### config.mk
export PLATFORM = sky130hd
export DESIGN_NAME = bp_fe_cache_req_arbiter
export DESIGN_NICKNAME = d
export VERILOG_FILES = /design/src/rtl/bp_fe_cache_req_arbiter.sv
export SDC_FILE = /design/constraint.sdc
export NUM_CORES = 1
export LEC_CHECK = 0
export CAP_MARGIN = 25
export CORE_ASPECT_RATIO = 0.9
export CORE_MARGIN = 1
export CORE_UTILIZATION = 35
export CTS_CLUSTER_DIAMETER = 80
export DETAILED_ROUTE_END_ITERATION = 16
export PLACE_DENSITY = 0.6
export SLEW_MARGIN = 15
export SYNTH_ARGS = -nofsm -noshare
export SYNTH_HDL_FRONTEND = slang
export SYNTH_SLANG_ARGS = --single-unit
### constraint.sdc
create_clock -name clk_i -period 3.4 [get_ports clk_i]
set_input_delay 0.68 -clock clk_i [delete_from_list [all_inputs] [get_ports clk_i]]
set_output_delay 0.68 -clock clk_i [all_outputs]
set_load 0.05 [all_outputs]
### src/rtl/bp_fe_cache_req_arbiter.sv
// Arbitrates the FE cache-engine miss port between demand and prefetch requesters and
// routes engine response strobes back to the owner of each in-flight request.
module bp_fe_cache_req_arbiter
  #(parameter int req_width_p      = 1,
    parameter int metadata_width_p = 1,
    parameter int outstanding_p    = 4,
    parameter int starve_limit_p   = 8)
  (input  logic                        clk_i,
   input  logic                        reset_i,

   input  logic [req_width_p-1:0]      demand_req_i,
   input  logic                        demand_req_v_i,
   output logic                        demand_req_yumi_o,
   input  logic [metadata_width_p-1:0] demand_metadata_i,
   input  logic                        demand_metadata_v_i,

   input  logic [req_width_p-1:0]      prefetch_req_i,
   input  logic                        prefetch_req_v_i,
   output logic                        prefetch_req_yumi_o,
   input  logic [metadata_width_p-1:0] prefetch_metadata_i,
   input  logic                        prefetch_metadata_v_i,

   output logic [req_width_p-1:0]      cache_req_o,
   output logic                        cache_req_v_o,
   input  logic                        cache_req_yumi_i,
   input  logic                        cache_req_lock_i,
   output logic [metadata_width_p-1:0] cache_req_metadata_o,
   output logic                        cache_req_metadata_v_o,
   input  logic                        cache_req_critical_i,
   input  logic                        cache_req_last_i,
   input  logic                        cache_req_credits_full_i,

   output logic                        demand_critical_o,
   output logic                        demand_last_o,
   output logic                        prefetch_critical_o,
   output logic                        prefetch_last_o);

  localparam int ptr_w_lp    = (outstanding_p > 1) ? $clog2(outstanding_p) : 1;
  localparam int cnt_w_lp    = ptr_w_lp + 1;
  localparam int starve_w_lp = (starve_limit_p > 1) ? $clog2(starve_limit_p) : 1;
  localparam logic [cnt_w_lp-1:0]    fifo_depth_lp = cnt_w_lp'(outstanding_p);
  localparam logic [starve_w_lp-1:0] starve_max_lp = starve_w_lp'(starve_limit_p - 1);

  typedef enum logic [1:0] {e_ready, e_lock_demand, e_lock_prefetch} state_e;
  typedef enum logic {e_owner_demand = 1'b0, e_owner_prefetch = 1'b1} owner_e;

  // Handshake: a request transfers on a cycle where cache_req_v_o and cache_req_yumi_i are
  // both high; the matching <x>_req_yumi_o fires that same cycle and nothing is held here.

  state_e state_r, state_n;
  owner_e grant_owner, last_grant_r, head_owner;
  logic   grant_v, accept, push, pop;
  logic   demand_elig, prefetch_elig, starve_force;
  logic   fifo_full, fifo_empty;

  owner_e                 owner_mem_r [outstanding_p];
  logic [ptr_w_lp-1:0]    wr_ptr_r, rd_ptr_r;
  logic [cnt_w_lp-1:0]    fifo_cnt_r;
  logic [starve_w_lp-1:0] starve_cnt_r;

  assign fifo_full     = (fifo_cnt_r == fifo_depth_lp);
  assign fifo_empty    = (fifo_cnt_r == '0);
  assign head_owner    = owner_mem_r[rd_ptr_r];
  assign demand_elig   = demand_req_v_i & ~fifo_full;
  assign prefetch_elig = prefetch_req_v_i & ~fifo_full & ~cache_req_credits_full_i;
  assign starve_force  = (starve_cnt_r == starve_max_lp);

  // A lock state only restricts the grant while the engine still asserts lock; once lock
  // drops the normal priority applies in the same cycle.
  always_comb begin
    grant_v     = 1'b0;
    grant_owner = e_owner_demand;
    state_n     = state_r;

    if (state_r == e_lock_demand && cache_req_lock_i) begin
      grant_v     = demand_elig;
      grant_owner = e_owner_demand;
    end else if (state_r == e_lock_prefetch && cache_req_lock_i) begin
      grant_v     = prefetch_elig;
      grant_owner = e_owner_prefetch;
    end else if (prefetch_elig && (starve_force || !demand_elig)) begin
      grant_v     = 1'b1;
      grant_owner = e_owner_prefetch;
    end else if (demand_elig) begin
      grant_v     = 1'b1;
      grant_owner = e_owner_demand;
    end

    if (grant_v && cache_req_yumi_i && cache_req_lock_i)
      state_n = (grant_owner == e_owner_prefetch) ? e_lock_prefetch : e_lock_demand;
    else if (!cache_req_lock_i)
      state_n = e_ready;
  end

  assign accept = grant_v & cache_req_yumi_i;
  assign push   = accept;
  assign pop    = cache_req_last_i & ~fifo_empty;

  assign cache_req_o         = (grant_owner == e_owner_prefetch) ? prefetch_req_i : demand_req_i;
  assign cache_req_v_o       = grant_v;
  assign demand_req_yumi_o   = accept & (grant_owner == e_owner_demand);
  assign prefetch_req_yumi_o = accept & (grant_owner == e_owner_prefetch);

  assign cache_req_metadata_o   = (last_grant_r == e_owner_prefetch) ? prefetch_metadata_i
                                                                     : demand_metadata_i;
  assign cache_req_metadata_v_o = (last_grant_r == e_owner_prefetch) ? prefetch_metadata_v_i
                                                                     : demand_metadata_v_i;

  // Strobes with nothing in flight are suppressed rather than routed to a stale owner.
  assign demand_critical_o   = cache_req_critical_i & ~fifo_empty & (head_owner == e_owner_demand);
  assign demand_last_o       = cache_req_last_i     & ~fifo_empty & (head_owner == e_owner_demand);
  assign prefetch_critical_o = cache_req_critical_i & ~fifo_empty & (head_owner == e_owner_prefetch);
  assign prefetch_last_o     = cache_req_last_i     & ~fifo_empty & (head_owner == e_owner_prefetch);

  always_ff @(posedge clk_i) begin
    if (reset_i) begin
      state_r      <= e_ready;
      last_grant_r <= e_owner_demand;
    end else begin
      state_r <= state_n;
      if (accept)
        last_grant_r <= grant_owner;
    end
  end

  always_ff @(posedge clk_i) begin
    if (reset_i) begin
      wr_ptr_r   <= '0;
      rd_ptr_r   <= '0;
      fifo_cnt_r <= '0;
    end else begin
      if (push) begin
        owner_mem_r[wr_ptr_r] <= grant_owner;
        wr_ptr_r              <= wr_ptr_r + ptr_w_lp'(1);
      end
      if (pop)
        rd_ptr_r <= rd_ptr_r + ptr_w_lp'(1);
      fifo_cnt_r <= fifo_cnt_r + cnt_w_lp'(push) - cnt_w_lp'(pop);
    end
  end

  always_ff @(posedge clk_i) begin
    if (reset_i || !prefetch_req_v_i || prefetch_req_yumi_o)
      starve_cnt_r <= '0;
    else if (!starve_force)
      starve_cnt_r <= starve_cnt_r + starve_w_lp'(1);
  end

  a_metadata_owner: assert property (@(posedge clk_i) disable iff (reset_i)
    (last_grant_r == e_owner_demand) ? !prefetch_metadata_v_i : !demand_metadata_v_i);

  a_strobe_nonempty: assert property (@(posedge clk_i) disable iff (reset_i)
    (cache_req_critical_i | cache_req_last_i) |-> !fifo_empty);

endmodule

==> impl_results.md <==
- Ys async rst share: 0
- Core footprint: 2820 sq um
- Synth Warn #: 0
- Critical Path Source Type: input pin
- Min-delay worst type: flip-flop to flip-flop
- Top-count cell post-synth: dfxtp_1
- First-pass GRT wire length: 3310 microns
- CP max stage delay: 460 ps
- Worst setup margin: 312 ps
- Worst EP arrival: 2410 ps
- DR iter-0 viols: 18
- Max-slew violation count: 0
- Hold Path Cell Cnt: 2
- #FFs+latches synth: 19
- Final Hold Fails: 0
- Status: completed
- Routed WL: 1980 microns
- Final std cells w/o fill: 172
- Initial core utilization: 0.377
- Fin Hold WS: 540 ps
- Clk sink count: 19
- R2R cell count: 9
- Min-Delay Endpoint: rd_ptr_r[1]
- TNS Setup: 0 ps
- Mapped cell area: 1060 sq um
- Hold-fix buffers, CTS: 0
- Slew @ Worst Pin: 568 ps
- Port bufs: 24
- Die Wd: 60.0 microns
- Fin nets: 157
- R2R Setup Slk: 1080 ps
- Remaining DRCs: 0
- Total grt overflow: 0
- CTS tree: yes
- Vias in the first global route: 780
- Count of different cell masters after synthesis: 33
- PostCTS Resize Cnt: 0
- Clock Path Buffers: 2
- Antenna violations before repair: 0
- Crit path buf inv count: 3
- Setup CP Type: input pin to output pin
- Post-layout minimum cycle time: 3090 ps
- Area contributors post-synth: dfxtp_1, edfxtp_1, ha_1
- Sequential cell area fraction in the yosys report: 0.396
- Net Count, Synth: 129
- Fmax: 324 MHz
- Skew-Pair Late Insertion Delay: 290 ps
- Final Setup Violations: 0
- CP cell instances: clkdlybuf4s50_1, nor2b_1, a41o_2, o21ai_4, inv_2, mux2_2, buf_4
- Crit path max fanout: 10
- Synth area leader: dfxtp_1
- Row Count: 18
- RSZ-0062 raised after global routing: no
- Worst path slowest cell: clkdlybuf4s50_1
- Clk_skew: 2.29 ps
- Syn-to-layout area delta: 31.3%
- Placed Cells: 168
- Critical R2R Launch: fifo_cnt_r[2]
- Die area: 3260 sq um
- Fraction of layout cells with a size suffix above 1: 0.189
- GR Util All Layers: 0.137
- # diodes: 0
- Crit path required time: 2720 ps
- Place WS: 311 ps
- TritonRoute pass-1 iters: 4
- Antenna Nets Post-Route: 0
- Max IR drop VDD: 0.000229 V
- Syn Inst Count: 105
- Clock transition at the registers of the reported paths: 110 ps
- Pwr Density: 556 nW/um^2
- Vias per cell: 4.78
- Die Y: 54.2 microns
- Worst path top cell family by delay: buffers and inverters
- RePlAce Congestion: 0.734
- Hold Startpoint: rd_ptr_r[1]
- Synth Area per Inst: 10.1 sq um
- Commonest cells post-synth: dfxtp_1, nor2_1, inv_1
- DP HPWL: 1530 microns
- H-tree Lvls: 1
- Rel. slew slack: 0.620
- Post-CTS Setup Inserts: 0
- Crit end category: output pin
- Cts bufs inserted: 3
- Leakage: 0.000587 uW
- I/O pins: 25
- Avg WL per Cell: 11.5 microns
- Worst reg2reg endpoint: fifo_cnt_r[2]
- Crit share post-route: 0.908
- Most common flop cell mapped by yosys: dfxtp_1
- Post-synth top area share: 0.283
- Pin count of the biggest net entering global routing: 15
- MaxCap Viol Count: 0
- Root Buffer: clkbuf_4
- Post-synth EDFFs: 4
- Via count: 823
[final cells by class]
class                      instances  area, sq um
clock buffer                       3         22.5
clock inverter                     1         5.00
fill                             289         1420
inverter                          10         37.5
multi-input combinational         74          594
sequential                        19          420
tap                               40         50.0
timing repair buffer              25          263
[worst max-delay path by stage]
stage	to	slack, ps	start	depth (start not counted)
6_report	cache_req_o	310	prefetch_req_v_i	7
5_1_grt	cache_req_o	260	prefetch_req_v_i	7
4_1_cts	cache_req_o	310	prefetch_req_v_i	7
3_5_place_dp	cache_req_o	310	prefetch_req_v_i	7
3_3_place_gp	cache_req_o	380	prefetch_req_v_i	7
2_1_floorplan	demand_req_yumi_o	740	starve_cnt_r[0]	7
[kinds of logic (layout without fill, tap and decap cells)]
logic type / after synthesis / count (layout) / synth area share
AO/OA/AOI/OAI: 17 / 17 / 0.134
XOR/XNOR: 5 / 5 / 0.0413
adder cells (fa/ha/maj): 9 / 9 / 0.113
buffers and inverters: 12 / 39 / 0.0436
flip-flops: 19 / 19 / 0.396
multiplexers: 7 / 7 / 0.0849
AND/OR/NAND/NOR: 36 / 36 / 0.186
[worst min-delay path, stage by stage, from the launching register on]
cell	delay (ps)
dfxtp_1	350
xor2_1	60
nor2_1	100
[layout by cell type (no fill, tap or decap), drive strengths merged, types with 2 or more instances in the layout]
cell and count:
a21oi 5, a31oi 2, and2 2, and3 7
buf 5, clkbuf 3, clkdlybuf4s50 20, dfxtp 15
edfxtp 4, ha 8, inv 10, mux2 6
nand2 5, nor2 10, nor2b 7, o31a 2
o31ai 2, xnor2 4
[per-stage QoR]
stage,power [uW],utilization,instance area (sq um)
after global placement,659,0.485,1370
after detailed placement,665,0.485,1370
after floorplan,563,-,1060
final,774,0.495,1390
after CTS,786,0.495,1390
after global routing,835,0.495,1390
[per-layer routing]
metal | GRT usage | up-vias | wire length (microns)
li1 | - | 418 | -
met1 | 0.171 | 385 | 939
met2 | 0.235 | 20 | 957
met3 | 0.0449 | 0 | 79
met4 | 0.0233 | 0 | 0
met5 | 0 | - | 0
[power by group]
| group | switching, uW | internal, uW |
|---|---|---|
| combinational | 196 | 163 |
| sequential | 32.9 | 269 |
| clock | 69.7 | 43.8 |
| total | 299 | 476 |
No activity file was read; power rests on OpenSTA's default activity.
